**config.mk**
```make
export PLATFORM = sky130hd
export DESIGN_NAME = ila_seq_gen_flat
export DESIGN_NICKNAME = d
export VERILOG_FILES = /design/src/rtl/ila_seq_gen_if.sv /design/src/rtl/ila_seq_gen.sv /design/src/flat_wrapper.sv
export SDC_FILE = /design/constraint.sdc
export NUM_CORES = 1
export LEC_CHECK = 0
export CORE_AREA = 4 4 92 159
export DETAILED_ROUTE_END_ITERATION = 8
export DIE_AREA = 0 0 96 163
export GPL_ROUTABILITY_DRIVEN = 0
export PLACE_DENSITY = 0.77
export SYNTH_ARGS = -nofsm -noshare
export SYNTH_HDL_FRONTEND = slang
export SYNTH_SLANG_ARGS = --single-unit
```
**constraint.sdc**
```tcl
create_clock -name clk -period 5 [get_ports clk]
set_input_delay 1 -clock clk [delete_from_list [all_inputs] [get_ports clk]]
set_output_delay 1 -clock clk [all_outputs]
set_load 0.02 [all_outputs]
```
**src/rtl/ila_seq_gen_if.sv**
```systemverilog
// ila_seq_gen_if: control and data bundle between the link control FSM /
// link mux side (master) and the ILA sequence generator (slave).
//   i_start      single-cycle request to arm the ILA sequence
//   i_abort      synchronous abort back to idle
//   i_lmfc_clk   single-cycle pulse marking the first octet of a multiframe
//   i_cfg_data   link configuration octets 0..13, octet n at [8n+7:8n]
//   o_data       ILA octet
//   o_is_k       o_data is a control character
//   o_valid      o_data belongs to the ILA sequence
//   o_busy       generator armed or sending
//   o_done       pulse coincident with the final /A/
//   o_align_err  sticky LMFC misalignment flag
interface ila_seq_gen_if;
  logic         i_start;
  logic         i_abort;
  logic         i_lmfc_clk;
  logic [111:0] i_cfg_data;
  logic [7:0]   o_data;
  logic         o_is_k;
  logic         o_valid;
  logic         o_busy;
  logic         o_done;
  logic         o_align_err;

  modport master (
    output i_start, i_abort, i_lmfc_clk, i_cfg_data,
    input  o_data, o_is_k, o_valid, o_busy, o_done, o_align_err
  );

  modport slave (
    input  i_start, i_abort, i_lmfc_clk, i_cfg_data,
    output o_data, o_is_k, o_valid, o_busy, o_done, o_align_err
  );
endinterface

```
**src/rtl/ila_seq_gen.sv**
```systemverilog
// ila_seq_gen: JESD204B Initial Lane Alignment octet generator for one lane,
// one octet per clk. Armed by i_start, launched on an LMFC pulse, emits
// NUM_MF multiframes of F*K octets: /R/ first, /A/ last, /Q/ plus 14 link
// configuration octets in multiframe 1, an octet-index ramp elsewhere.
// Ports:
//   clk    device clock
//   rst_n  asynchronous active-low reset
//   bus    ila_seq_gen_if.slave (start/abort/lmfc/config in, octet stream out)
// Parameters: F octets/frame (1..16), K frames/multiframe (1..32),
//   17 <= F*K <= 256, NUM_MF multiframes (2..15).
module ila_seq_gen #(
  parameter int F      = 2,
  parameter int K      = 16,
  parameter int NUM_MF = 4
) (
  input logic          clk,
  input logic          rst_n,
  ila_seq_gen_if.slave bus
);

  localparam int         FK       = F * K;
  localparam logic [7:0] OCT_LAST = 8'(FK - 1);
  localparam logic [3:0] MF_LAST  = 4'(NUM_MF - 1);

  localparam logic [1:0] ST_IDLE  = 2'd0;
  localparam logic [1:0] ST_ARMED = 2'd1;
  localparam logic [1:0] ST_SEND  = 2'd2;

  if (F < 1 || F > 16 || K < 1 || K > 32 || FK < 17 || FK > 256 ||
      NUM_MF < 2 || NUM_MF > 15) begin : g_param_chk
    $error("ila_seq_gen: illegal F/K/NUM_MF combination");
  end

  logic [1:0]   state, state_nx;
  logic [7:0]   oct_cnt;
  logic [3:0]   mf_cnt;
  logic [111:0] cfg_q;
  logic [7:0]   data_q;
  logic         is_k_q, valid_q, busy_q, done_q, err_q;

  logic         go;
  logic         emit;
  logic [7:0]   cur_oct;
  logic [3:0]   cur_mf;
  logic [111:0] cur_cfg;
  logic [3:0]   cfg_idx;
  logic         last;
  logic [7:0]   oct_data;
  logic         oct_k;

  // The triggering LMFC cycle itself is octet 0: /R/ is registered on the
  // launch edge and the counters resume at 1, so later LMFC pulses land
  // exactly on oct_cnt==0. go substitutes position (0,0) and the live
  // config word for that one launch cycle.
  always_comb begin
    case (state)
      ST_IDLE:  go = bus.i_start && bus.i_lmfc_clk;
      ST_ARMED: go = bus.i_lmfc_clk;
      default:  go = 1'b0;
    endcase
  end

  always_comb begin
    state_nx = state;
    if (bus.i_abort) begin
      state_nx = ST_IDLE;
    end else begin
      case (state)
        ST_IDLE:  if (bus.i_start) state_nx = bus.i_lmfc_clk ? ST_SEND : ST_ARMED;
        ST_ARMED: if (bus.i_lmfc_clk) state_nx = ST_SEND;
        ST_SEND:  if (done_q) state_nx = ST_IDLE;
        default:  state_nx = ST_IDLE;
      endcase
    end
  end

  // SEND lingers one cycle after the final /A/ (done_q high) without
  // emitting, which keeps o_busy up one cycle longer than o_valid.
  assign emit    = !bus.i_abort && (go || (state == ST_SEND && !done_q));
  assign cur_oct = go ? 8'd0 : oct_cnt;
  assign cur_mf  = go ? 4'd0 : mf_cnt;
  assign cur_cfg = go ? bus.i_cfg_data : cfg_q;
  assign cfg_idx = 4'(cur_oct - 8'd2);
  assign last    = (cur_oct == OCT_LAST) && (cur_mf == MF_LAST);

  always_comb begin
    oct_data = cur_oct;
    oct_k    = 1'b0;
    if (cur_oct == 8'd0) begin
      oct_data = 8'h1C;
      oct_k    = 1'b1;
    end else if (cur_oct == OCT_LAST) begin
      oct_data = 8'h7C;
      oct_k    = 1'b1;
    end else if (cur_mf == 4'd1 && cur_oct == 8'd1) begin
      oct_data = 8'h9C;
      oct_k    = 1'b1;
    end else if (cur_mf == 4'd1 && cur_oct <= 8'd15) begin
      oct_data = cur_cfg[{cfg_idx, 3'b000} +: 8];
    end
  end

  always_ff @(posedge clk or negedge rst_n) begin
    if (!rst_n) begin
      state   <= ST_IDLE;
      oct_cnt <= '0;
      mf_cnt  <= '0;
      cfg_q   <= '0;
      data_q  <= '0;
      is_k_q  <= 1'b0;
      valid_q <= 1'b0;
      busy_q  <= 1'b0;
      done_q  <= 1'b0;
      err_q   <= 1'b0;
    end else begin
      state <= state_nx;

      if (emit) begin
        oct_cnt <= (cur_oct == OCT_LAST) ? 8'd0 : cur_oct + 8'd1;
        mf_cnt  <= (cur_oct == OCT_LAST) ? cur_mf + 4'd1 : cur_mf;
      end else begin
        oct_cnt <= '0;
        mf_cnt  <= '0;
      end

      if (go && !bus.i_abort) cfg_q <= bus.i_cfg_data;

      data_q  <= emit ? oct_data : 8'h00;
      is_k_q  <= emit && oct_k;
      valid_q <= emit;
      done_q  <= emit && last;
      busy_q  <= !bus.i_abort && (state_nx != ST_IDLE || state != ST_IDLE);

      if (state == ST_IDLE && bus.i_start && !bus.i_abort)
        err_q <= 1'b0;
      else if (state == ST_SEND && !done_q && !bus.i_abort &&
               bus.i_lmfc_clk && oct_cnt != 8'd0)
        err_q <= 1'b1;
    end
  end

  assign bus.o_data      = data_q;
  assign bus.o_is_k      = is_k_q;
  assign bus.o_valid     = valid_q;
  assign bus.o_busy      = busy_q;
  assign bus.o_done      = done_q;
  assign bus.o_align_err = err_q;

endmodule
```
**src/flat_wrapper.sv**
```systemverilog
// flat-port wrapper written by rule: the top's interface ports become plain ports
module ila_seq_gen_flat 
#(
  parameter int F      = 2,
  parameter int K      = 16,
  parameter int NUM_MF = 4
)
  (clk, rst_n, bus_i_start, bus_i_abort, bus_i_lmfc_clk, bus_i_cfg_data, bus_o_data, bus_o_is_k, bus_o_valid, bus_o_busy, bus_o_done, bus_o_align_err);
  ila_seq_gen_if bus_i ();
  input logic clk;
  input logic rst_n;
  input wire logic [$bits(bus_i.i_start)-1:0] bus_i_start;
  input wire logic [$bits(bus_i.i_abort)-1:0] bus_i_abort;
  input wire logic [$bits(bus_i.i_lmfc_clk)-1:0] bus_i_lmfc_clk;
  input wire logic [$bits(bus_i.i_cfg_data)-1:0] bus_i_cfg_data;
  output wire logic [$bits(bus_i.o_data)-1:0] bus_o_data;
  output wire logic [$bits(bus_i.o_is_k)-1:0] bus_o_is_k;
  output wire logic [$bits(bus_i.o_valid)-1:0] bus_o_valid;
  output wire logic [$bits(bus_i.o_busy)-1:0] bus_o_busy;
  output wire logic [$bits(bus_i.o_done)-1:0] bus_o_done;
  output wire logic [$bits(bus_i.o_align_err)-1:0] bus_o_align_err;
  assign bus_i.i_start = bus_i_start;
  assign bus_i.i_abort = bus_i_abort;
  assign bus_i.i_lmfc_clk = bus_i_lmfc_clk;
  assign bus_i.i_cfg_data = bus_i_cfg_data;
  assign bus_o_data = bus_i.o_data;
  assign bus_o_is_k = bus_i.o_is_k;
  assign bus_o_valid = bus_i.o_valid;
  assign bus_o_busy = bus_i.o_busy;
  assign bus_o_done = bus_i.o_done;
  assign bus_o_align_err = bus_i.o_align_err;
  ila_seq_gen #(.F(F), .K(K), .NUM_MF(NUM_MF)) u_core (.clk(clk), .rst_n(rst_n), .bus(bus_i));
endmodule
```
==> results, run 1 <==
- The run finished with clean final reports.
- The first global-routing pass estimated about 27 mm of wire.
- The arrival time of the worst setup path is 3.96 ns.
- Post-CTS repair changed the size of 0 cells.
- In this run the deepest clock path goes through 2 buffers.
- The hold buffer count at CTS is 0.
- The total count of max-transition violations in the final report was 0.
- In the final layout, the share of cells above drive strength 1 is 0.324.
- The portion of synthesized area spent on multiplexers is 0.311.
- The number of instances in the synthesized netlist is just under 500.
- The part of the cycle the worst path needs is 0.725.
- The number of register bits inferred by synthesis is around 140.
- The number of clock sinks seen by CTS is ~140.
- The total power is ~3.4 mW.
- The die footprint is between 15000 and 20000 µm².
- In this run the number of H-tree levels came out at 4.
- Of all flip-flops after synthesis, the portion carrying an async set or reset was 1.00.
- For this configuration, the core starts out at a cell density of 0.500.
- The tree is rooted in a sky130_fd_sc_hd__clkbuf_16.
- Yosys instantiated no cell more often than sky130_fd_sc_hd__dfrtp_1.
- The number of failing setup endpoints in the final timing report is 0.
- The cell count of the worst reg-to-reg path is 11.
- The number of hold violations in the final report is 0.
- The final layout contains 734 nets.
- The switching power is slightly above 800 µW.
- The most used flip-flop cell after synthesis is sky130_fd_sc_hd__dfrtp_1.
- STA classifies the critical path startpoint as an input port.
- The path category of the worst min-delay check is flop to flop.
- On the final layout, the worst hold slack is 0.503 ns.
- The via count of the first global-routing pass is ~5200.
- Data on the critical path is required at its endpoint by ~5.3 ns.
- The initial antenna violation count was 1.
- The sequential power share is 0.438.
- Across all layers, the routed design uses roughly 4600 vias.
- By startpoint and endpoint, the worst setup path is classified as input port to flop.
- Counting tap cells, the placed design contains a total of approximately 770 instances.
- The tool flagged a number of max-cap violations equal to 0.
- The number of distinct standard cells referenced by the synthesized netlist is 45.
- The count of non-filler cells in the finished layout is roughly 800.
- Of the total synthesized cell area, the portion taken by AND, OR, NAND and NOR gates is 0.0661.
- Power spread over the standard cell area amounts to ~390 nW/µm².
- TritonCTS built the clock tree.
- The maximum fanout count along the critical path is 23.
- The worst slew margin relative to its limit is 0.394.
- The count of input and output buffers is between 100 and 150.
- For the worst-skew pair, the clock arrives at the later sink with an insertion delay of just over 0.4 ns.
- The total wire length is ~17 mm.
- The register area share after synthesis is 0.519.
- The number of remaining DRC errors is 0.
- Before antenna repair, the detailed router went through 4 iterations.
- The number of synthesized flops with an enable pin is 0.
- The number of rows created at floorplan is 56.
- The area fraction in compound gates after synthesis is 0.0499.
- After synthesis the cells add up to about 6700 µm².
- The area share of xor/xnor cells in the synthesized design is 0.0131.
- Of the total synthesized cell area, the portion taken by full adders, half adders and majority gates is 0.0131.
- The CTS clock-pin slew for the worst setup and hold paths is roughly 0.060 ns.
- Dividing the detail-routed wire length by the instance count gives around 21 µm.
- The number of top-level pins is 130.
- In this run the remaining antenna-violating nets after routing total 0.
- The maximum number of pins on one net before global-route repair is about 100.
- Across every metal layer, demand over resource in global routing totals 0.233.
- The placement-stage worst setup slack is 0.964 ns.
- The area growth from synthesis to layout is 30.7%.
- The detailed placer's ending HPWL is 12.2 mm.
- By count the netlist is led by sky130_fd_sc_hd__dfrtp_1, sky130_fd_sc_hd__mux2_2, sky130_fd_sc_hd__mux4_2.
- At the pin with the least slew margin, the transition time is just over 0.9 ns.
- The cell taking the most area after synthesis is sky130_fd_sc_hd__dfrtp_1.
- Cell internal power was estimated by the tool at ~2.6 mW.
- The area inside the core boundary is roughly 13000 µm².
- After layout, the minimum clock period comes to about 3.6 ns.
- The number of nets in the synthesized netlist is 610.
- The mean area per synthesized cell is ~14 µm².
- The endpoint kind of the worst setup timing path is a flop.
- Summed over all failing endpoints, the final setup total negative slack is 0 ns.
- By area the synthesized netlist is led by sky130_fd_sc_hd__dfrtp_1, sky130_fd_sc_hd__mux2_2, sky130_fd_sc_hd__mux4_2, sky130_fd_sc_hd__buf_2, sky130_fd_sc_hd__ha_1.
- For this run, the share of the core covered by cells in the final layout is 0.654.
- Setup repair after global routing left no endpoint under its margin.
- Of the total power, the share spent switching nets is 0.239.
- The setup skew after layout is around 0.0074 ns.
- Of the post-synthesis cell area, the dominant cell type holds 0.519.
- Of the total power, the clock network draws 0.385.
- The first routing iteration left 349 violations.
- Counting instances, the worst hold path has a depth of 1.
- IR analysis of the VDD net gives a maximum drop of around 0.25 mV.
- In this run the static leakage power is approximately 3.5 nW.
- The floorplan step set the die width to about 96 µm.
- Setup slack on the worst reg-to-reg path comes out at a little under 2 ns.
- The total congestion overflow after global routing is 0.
- The number of CTS-inserted buffers is 17.
- The worst-case setup margin in the final layout is ~1.4 ns.
- The fill cell total of the finished layout is roughly 990.
- Using the TritonRoute via totals, the vias-per-cell ratio works out to 5.76.
- The maximum frequency from static timing analysis is ~280 MHz.
- The final instance area is just under 9000 µm².
- For this run, the number of Yosys warnings is 0.
- The relative contribution of combinational cells to total power is 0.177.
- The floorplan die height is between 150 and 200 µm.
- The main combinational cell family by area after synthesis is multiplexers.
- The count of buffers added by post-CTS timing repair for setup is 0.
- Once placement finished, the instance area stood at 8130 µm².
-- kinds of logic after synthesis --
group                      count (synthesis)
muxes                                    157
adders and majority gates                  7
AOI/OAI and AO/OA                         49
xor gates and xnor gates                  10
and+or+nand+nor                           86
DFF                                      139
buffers and inverters                     38
-- sequential cells by signal, indices dropped and copies added (netlist names) --
register	cells
u_core.bus.o_done	1
u_core.bus.o_busy	1
u_core.cfg_q	112
u_core.mf_cnt	4
u_core.bus.o_is_k	1
u_core.state	2
u_core.bus.o_valid	1
u_core.bus.o_data	8
u_core.bus.o_align_err	1
u_core.oct_cnt	8
-- routing by layer --
metal | routed length (µm) | share of wire | GRT usage | up-vias
met3 | 699 | 0.041 | 0.0476 | 45
met2 | 9800 | 0.58 | 0.416 | 164
met1 | 5690 | 0.34 | 0.249 | 2342
met5 | 0 | 0 | 0 | -
met4 | 729 | 0.043 | 0.126 | 0
li1 | - | - | - | 2042
-- power groups by stage --
stage / sequential [mW] / clock, mW / combinational, mW
finish: 1.48 / 1.30 / 0.599
global route: 1.51 / 1.37 / 0.649
CTS: 1.48 / 1.32 / 0.608
detailed placement: 1.50 / 0 / 0.602
global placement: 1.47 / 0 / 0.586
floorplan: 1.44 / 0 / 0.397
-- cell type report --
class                           instances  area [µm²]  share of cell area
Timing Repair Buffer                  136        1360               0.155
Multi-Input combinational cell        309        3050               0.348
Sequential cell                       139        3480               0.398
Antenna cell                            1        2.50            0.000286
Inverter                                7        26.3             0.00300
Clock buffer                           22         484              0.0553
Clock inverter                         10         138              0.0157
Tap cell                              174         218              0.0249
-- worst paths after layout --
path,from,endpoint
max in group asynchronous,rst_n,u_core.bus.o_busy
setup / recovery,bus_i_start,u_core.bus.o_data[2]
hold / removal,u_core.cfg_q[73],u_core.cfg_q[73]
hold reg to reg,u_core.cfg_q[73],u_core.cfg_q[73]
min in group asynchronous,rst_n,u_core.cfg_q[65]
setup reg to reg,u_core.state[1],u_core.bus.o_data[2]
-- cell usage in the layout (no fill, tap or decap), drive strengths merged, types with 2 or more instances in the layout --
cell	synthesis	final
and2	5	5
mux2i	7	7
o21a	2	2
buf	25	8
o21ba	2	2
nand3	11	11
inv	7	8
a21oi	15	15
dfrtp	139	139
clkinv	0	4
clkdlybuf4s50	0	128
a22o	2	2
mux4	29	29
o211ai	8	8
xnor2	3	3
clkinvlp	0	2
a21o	2	2
mux2	121	121
xor2	7	7
nand2	19	19
a31oi	6	6
and3	7	7
ha	7	7
clkbuf	6	22
o21ai	5	5
or3	2	2
nor3	12	12
bufinv	0	3
nand4	3	3
nor2	20	20
a22oi	2	2
or2	2	2
-- worst max-delay path, cell delays in order --
cell                              delay (ns)
sky130_fd_sc_hd__clkdlybuf4s50_1        0.51
sky130_fd_sc_hd__o21ba_2                0.17
sky130_fd_sc_hd__nand2_1                0.17
sky130_fd_sc_hd__nand2_1                0.22
sky130_fd_sc_hd__inv_1                  0.10
sky130_fd_sc_hd__ha_1                   0.49
sky130_fd_sc_hd__buf_4                  0.34
sky130_fd_sc_hd__mux4_2                 0.25
sky130_fd_sc_hd__mux2i_1                0.06
sky130_fd_sc_hd__or3_1                  0.32
sky130_fd_sc_hd__a22o_1                 0.18
sky130_fd_sc_hd__a31oi_1                0.15
Power figures use the tool's default switching activity.
==> run 2: changes to the inputs <==
--- a/config.mk
+++ b/config.mk
@@ -5,11 +5,11 @@
 export SDC_FILE = /design/constraint.sdc
 export NUM_CORES = 1
 export LEC_CHECK = 0
-export CORE_AREA = 4 4 92 159
+export CORE_AREA = 4 4 96 165
 export DETAILED_ROUTE_END_ITERATION = 8
-export DIE_AREA = 0 0 96 163
+export DIE_AREA = 0 0 100 169
 export GPL_ROUTABILITY_DRIVEN = 0
-export PLACE_DENSITY = 0.77
+export PLACE_DENSITY = 0.74
 export SYNTH_ARGS = -nofsm -noshare
 export SYNTH_HDL_FRONTEND = slang
 export SYNTH_SLANG_ARGS = --single-unit
==> constraint.sdc (replaced) <==
create_clock -name clk -period 3.3 [get_ports clk]
set_input_delay 0.66 -clock clk [delete_from_list [all_inputs] [get_ports clk]]
set_output_delay 0.66 -clock clk [all_outputs]
set_load 0.02 [all_outputs]
==> results, run 2 (synthesis gave the netlist of run 1 again) <==
- The total power came to 5.23 mW (+54%).
- The area of combinational cells with multiple inputs is 3050 µm² (unchanged).
- In the layout the commonest cells are sky130_fd_sc_hd__dfrtp_1, sky130_fd_sc_hd__clkdlybuf4s50_1, sky130_fd_sc_hd__mux2_2.
- The path category of the worst min-delay check is input port to async pin.
- The remaining antenna violation count is 0 (unchanged).
- The worst-case setup margin in the final layout came to 0.312 ns (-1.06 ns).
- The part of the cycle the worst path needs is 0.905.
- Static timing analysis puts the maximum clock frequency at 335 MHz.
- STA classifies the critical path startpoint as an input port.
- The summed negative setup slack over all endpoints came to 0 ns (unchanged).
- The number of clock sinks seen by CTS came to 139 (unchanged).
- The buffer depth of the longest clock path is 2 (unchanged).
- The flip-flop count of the largest register after layout was 112 (unchanged).
- The total placed instance area is 8340 µm² (+2.6%).
- The H-tree depth reported by CTS is 4 (unchanged).
- The maximum number of pins on one net before global-route repair is 66 (-37%).
- The footprint of the flip-flops and latches came to 3480 µm² (unchanged).
- The power density of the placed cells came to 582 nW/µm² (+50%).
- The setup skew after layout is 0.00637 ns (-0.00108 ns).
- The number of instances in the placed design was 790 (+3.3%).
- The flow ran to the end, and the final reports show no timing, DRC or antenna violations.
- The area inside the core boundary is 14400 µm² (+7.9%).
- The effective utilization at floorplan is 0.464 (-0.0367).
- The max-cap violation count is 0 (unchanged).
- The later-pin clock latency in the skew report is 0.42 ns (about the same).
- The routed wirelength normalized by instance count is 21.1 µm (-0.48%).
- The number of failing setup endpoints in the final timing report is 0 (unchanged).
- The largest voltage drop on the vdd net was 0.334 mV (+34%).
- The hold slack is 0.223 ns (-0.281 ns).
- TritonCTS built the clock tree.
- The CTS clock-pin slew for the worst setup and hold paths was 0.06 ns (about the same).
- The number of cells upsized or downsized after cts is 0 (unchanged).
- The total routing usage reported by global routing is 0.217 (-0.0158).
- The cell sitting at the root of the clock tree is a sky130_fd_sc_hd__clkbuf_16.
- The number of CTS-inserted buffers came to 17 (unchanged).
- The count of non-filler cells in the finished layout is 823 (+3.1%).
- The fill cell total of the finished layout is 1091 (+9.8%).
- The number of remaining DRC errors is 0 (unchanged).
- The via count of the first global-routing pass is 5396 (+3.9%).
- Leaving out fill and tap cells, the most frequent cell in the layout is sky130_fd_sc_hd__dfrtp_1.
- The first-pass GRT wire length came to 27.7 mm (+2.5%).
- The arrival time of the worst setup path is 3.31 ns (-0.65 ns).
- The chip width is 100 µm (+4.2%).
- The end-of-flow core utilization is 0.622 (-0.0319).
- The endpoint kind of the worst setup timing path is a flop.
- Setup repair after global routing left no endpoint under its margin.
- The count of input and output buffers is 129 (unchanged).
- The count of buffers added by post-CTS timing repair for setup came to 0 (unchanged).
- The register ranked first by flip-flop count is u_core.cfg_q.
- The number of vias per cell is 5.76 (+0.15%).
- The total wire length is 17.4 mm (+2.6%).
- The number of rows created at floorplan is 58 (+3.6%).
- The net total in the final layout is 753 (+2.6%).
- The leakage dissipation is 3.63 nW (+3.3%).
- The share of final-layout standard cells stronger than drive strength 1 is 0.344 (+0.0200).
- The detailed-routing iteration count for the pre-antenna-repair pass was 7 (+3).
- The floorplan die height came to 169 µm (+3.7%).
- The total count of max-transition violations in the final report is 0 (unchanged).
- The initial antenna violation count is 1 (unchanged).
- The critical path is of the input port to flop type.
- The first-iteration detailed-routing DRC count was 241 (-31%).
- The final instance area is 8980 µm² (+2.6%).
- The area growth from synthesis to layout is 34.1%.
- Counting I/O delays and the setup requirement, the final critical path takes around 3 ns.
- The hold buffer count at CTS is 0 (unchanged).
- The total congestion overflow after global routing is 0 (unchanged).
- The maximum fanout count along the critical path is 15 (-35%).
- The die footprint is 16900 µm² (+8.0%).
- The placement-stage worst setup slack is -0.0555 ns (-1.02 ns).
- The number of hold violations in the final report came to 0 (unchanged).
- The data required time at the worst endpoint is 3.63 ns (-1.70 ns).
- The worst slew margin relative to its limit was 0.567 (+0.173).
- The pin slew with the least headroom to its limit is 0.648 ns (-0.261 ns).
- The number of top-level pins came to 130 (unchanged).
- The detailed placer's ending HPWL came to 13.3 mm (+8.8%).
- The via total after detailed routing was 4744 (+3.3%).
==> run 2: cell types whose count changed in the layout (fill, tap and decap cells not counted) <==
| cell | delta |
|---|---|
| sky130_fd_sc_hd__clkbuf_8 | -2 |
| sky130_fd_sc_hd__inv_6 | +3 |
| sky130_fd_sc_hd__buf_4 | +14 |
| sky130_fd_sc_hd__bufinv_16 | +1 |
| sky130_fd_sc_hd__clkinv_2 | -2 |
| sky130_fd_sc_hd__buf_12 | +5 |
==> run 2: report_power, final <==
| group | total (mW) | internal, mW | switching [mW] |
|---|---|---|---|
| sequential | 2.24 | 2.05 | 0.193 |
| combinational | 0.937 | 0.607 | 0.331 |
| clock | 2.05 | 1.31 | 0.738 |
==> run 2: final timing paths <==
| path | from | endpoint | slack, ns | cells after the start |
|---|---|---|---|---|
| worst max-delay path | bus_i_start | u_core.bus.o_data[6] | 0.31 | 11 |
| worst min-delay path | rst_n | u_core.cfg_q[89] | 0.22 | 1 |
| worst max register to register | u_core.state[1] | u_core.bus.o_data[6] | 0.58 | 10 |
| worst min register to register | u_core.cfg_q[18] | u_core.cfg_q[18] | 0.50 | 1 |
| max in group asynchronous | rst_n | u_core.cfg_q[80] | 2.29 | 2 |
| min in group clk | u_core.cfg_q[18] | u_core.cfg_q[18] | 0.50 | 1 |
==> run 2: worst max-delay path, cell delays in order <==
cell                              delay, ns
sky130_fd_sc_hd__clkdlybuf4s50_1       0.52
sky130_fd_sc_hd__o21ba_2               0.17
sky130_fd_sc_hd__nand2_1               0.10
sky130_fd_sc_hd__and2_1                0.20
sky130_fd_sc_hd__ha_1                  0.38
sky130_fd_sc_hd__buf_4                 0.25
sky130_fd_sc_hd__nor2b_1               0.17
sky130_fd_sc_hd__and2_1                0.25
sky130_fd_sc_hd__a21oi_1               0.10
sky130_fd_sc_hd__a221o_1               0.33
sky130_fd_sc_hd__a21oi_1               0.18
==> run 2: layout make-up <==
cell class,instances,share of cell area
clock inverter,12,0.0205
tap,180,0.0251
timing repair buffer,155,0.174
antenna,1,0.000279
clock buffer,20,0.0508
inverter,7,0.00293
multi-input combinational,309,0.339
sequential,139,0.387
==> run 2: routing by layer <==
layer / track usage / routed length [µm]
met4: 0.104 / 676
met2: 0.408 / 10100
met5: 0 / 0
met1: 0.223 / 5820
met3: 0.0470 / 807
==> run 3: changes to the inputs <==
--- a/config.mk
+++ b/config.mk
@@ -10,6 +10,7 @@
 export DIE_AREA = 0 0 100 169
 export GPL_ROUTABILITY_DRIVEN = 0
 export PLACE_DENSITY = 0.74
+export RECOVER_POWER = 50
 export SYNTH_ARGS = -nofsm -noshare
 export SYNTH_HDL_FRONTEND = slang
 export SYNTH_SLANG_ARGS = --single-unit
==> results, run 3 (synthesis gave the netlist of run 1 again) <==
- The total count of max-transition violations in the final report is 66 (+66).
- The die footprint is 16900 µm² (unchanged).
- The leakage dissipation is 3.62 nW (-0.25%).
- The count of buffer and inverter cells on the critical path is 1 (-1).
- The number of clock sinks seen by CTS is 139 (unchanged).
- The fill cell total of the finished layout was 1096 (+0.46%).
- The share of final-layout standard cells stronger than drive strength 1 is 0.338 (-0.00623).
- The placement-stage worst setup slack is -0.0555 ns (unchanged).
- The net total in the final layout came to 753 (unchanged).
- The floorplan die height is 169 µm (unchanged).
- The number of rows created at floorplan is 58 (unchanged).
- The power density of the placed cells came to 583 nW/µm² (+0.17%).
- The path category of the worst min-delay check is flop to flop.
- The buffer depth of the longest clock path is 2 (unchanged).
- The cell sitting at the root of the clock tree is a sky130_fd_sc_hd__clkbuf_16.
- The largest voltage drop on the vdd net came to 0.346 mV (+3.6%).
- The pin slew with the least headroom to its limit is 1.63 ns (+0.984 ns).
- The area growth from synthesis to layout is 33.7%.
- The worst setup path is captured at a flop.
- The effective utilization at floorplan came to 0.464 (unchanged).
- The switching power was 1.26 mW (-0.17%).
- The leading cell type in the layout, fill and taps excluded is sky130_fd_sc_hd__dfrtp_1.
- The largest individual stage delay along the critical path comes from the cell sky130_fd_sc_hd__dlygate4sd3_1.
- The chip width is 100 µm (unchanged).
- The number of CTS-inserted buffers is 17 (unchanged).
- The number of remaining DRC errors came to 0 (unchanged).
- The summed negative setup slack over all endpoints is 0 ns (unchanged).
- The first-iteration detailed-routing DRC count is 223 (-7.5%).
- The shortest clock period the worst path allows after layout is 3.06 ns (+0.0708 ns).
- The total congestion overflow after global routing was 0 (unchanged).
- The number of top-level pins came to 130 (unchanged).
- The part of the cycle the worst path needs was 0.927 (+0.0215).
- The H-tree depth reported by CTS is 4 (unchanged).
- The internal power component is 3.96 mW (-0.10%).
- The count of input and output buffers is 129 (unchanged).
- The clock share of power is 0.393 (about the same).
- The area inside the core boundary is 14400 µm² (unchanged).
- Leaving out fill and tap cells, the most frequent cells in the layout are sky130_fd_sc_hd__dfrtp_1, sky130_fd_sc_hd__clkdlybuf4s50_1, sky130_fd_sc_hd__mux2_2.
- The maximum fanout count along the critical path is 6 (-9).
- The maximum frequency from static timing analysis is 327 MHz (-2.3%).
- The via total after detailed routing is 4735 (-0.19%).
- The CTS tree is yes.
- Traced cell by cell, the critical path runs through dlygate4sd3_1 -> o21ba_2 -> nand2_1 -> and2_1 -> ha_1 -> mux4_2 -> mux2_2 -> nor3_1 -> a21oi_1 -> o21ai_0 -> a21oi_1.
- The number of instances in the placed design came to 790 (unchanged).
- The count of buffers added by post-CTS timing repair for setup is 0 (unchanged).
- The kind of cell adding the most delay to the critical path is compound AO/OA/AOI/OAI gates.
- The detailed-routing iteration count for the pre-antenna-repair pass is 7 (unchanged).
- The sequential power share was 0.429 (about the same).
- The relative contribution of combinational cells to total power was 0.179 (about the same).
- The CTS clock-pin slew for the worst setup and hold paths is 0.06 ns (about the same).
- Ranked by flip-flop count, first place goes to u_core.cfg_q.
- The data required time at the worst endpoint is 3.58 ns (-0.05 ns).
- The worst-case setup margin in the final layout is 0.241 ns (-0.0708 ns).
- The later-pin clock latency in the skew report came to 0.42 ns (about the same).
- The share of total power consumed by net switching is 0.241 (about the same).
- The worst slew margin relative to its limit is -0.0884 (-0.655).
- The cell occurring most often along the worst timing path is sky130_fd_sc_hd__a21oi_1.
- The critical path's largest stage delay was 0.60 ns (+0.08 ns).
- The number of vias per cell is 5.75 (-0.19%).
- The total wire length is 17.3 mm (-0.18%).
- The first-pass GRT wire length is 27.7 mm (unchanged).
- The maximum number of pins on one net before global-route repair is 66 (unchanged).
- The via count of the first global-routing pass is 5396 (unchanged).
- The total routing usage reported by global routing is 0.217 (unchanged).
- The arrival time of the worst setup path is 3.34 ns (+0.03 ns).
- The run finished, with violations left.
- The type of the setup path with the least slack is input port to flop.
- Setup repair after global routing left no endpoint under its margin.
- The initial antenna violation count came to 1 (unchanged).
- The count of non-filler cells in the finished layout is 823 (unchanged).
- The detailed placer's ending HPWL came to 13.3 mm (unchanged).
- The hold buffer count at CTS is 0 (unchanged).
- The remaining antenna violation count came to 0 (unchanged).
- The hold slack is 0.503 ns (+0.280 ns).
- The routed wirelength normalized by instance count is 21.1 µm (-0.18%).
- The number of cells upsized or downsized after cts is 0 (unchanged).
- The kind of launch point of the worst setup path is an input port.
- The flip-flop count of the largest register after layout came to 112 (unchanged).
- The number of failing setup endpoints in the final timing report is 0 (unchanged).
- The max-cap violation count came to 1 (+1).
- The number of hold violations in the final report is 0 (unchanged).
- The final reports fail on capacitance limit, slew limit.
- The setup skew after layout is 0.00568 ns (-0.000688 ns).
run 3: cell count changes in the layout (fill, tap and decap cells not counted), sizes merged:
| cell | change |
|---|---|
| dlygate4sd3 | +2 |
| clkbuf | +6 |
| buf | -6 |
| clkdlybuf4s50 | -2 |
run 3: metrics by stage:
step / total power [mW] / cell area (µm²) / utilization
finish: 5.22 / 8960 / 0.620
global route: 5.45 / 8960 / 0.620
global placement: 3.15 / 8340 / 0.577
floorplan: 2.79 / 6700 / -
CTS: 5.27 / 8980 / 0.622
detailed placement: 3.22 / 8340 / 0.577
run 3: layer usage:
metal / share of wire / global-route usage
met5: 0 / 0
met1: 0.33 / 0.223
met3: 0.046 / 0.0470
met4: 0.037 / 0.104
met2: 0.58 / 0.408
run 3: power groups by stage:
stage,clock network (mW),registers [mW],logic [mW]
finish,2.05,2.24,0.933
global route,2.17,2.28,1.01
CTS,2.08,2.24,0.950
detailed placement,0,2.27,0.944
global placement,0,2.24,0.915
floorplan,0,2.19,0.602
run 3: path summary, 6_finish.rpt:
check | slack (ns) | end | cells past startpoint | start
min | 0.50 | u_core.cfg_q[18] | 1 | u_core.cfg_q[18]
min in group asynchronous | 0.66 | u_core.cfg_q[89] | 1 | rst_n
min reg2reg | 0.50 | u_core.cfg_q[18] | 1 | u_core.cfg_q[18]
max reg2reg | 0.58 | u_core.bus.o_data[6] | 10 | u_core.state[1]
max in group asynchronous | 0.69 | u_core.cfg_q[38] | 2 | rst_n
max | 0.24 | u_core.bus.o_data[6] | 11 | bus_i_start
run 3: final cells by class:
type	count	area, µm²	area share
diodes	1	2.50	0.000279
repair buffers	155	1540	0.172
clock buffers	20	457	0.0510
clock inverters	12	184	0.0205
inverters	7	26.3	0.00293
well taps	180	225	0.0251
multi-input cells	309	3040	0.340
flip-flops and latches	139	3480	0.389
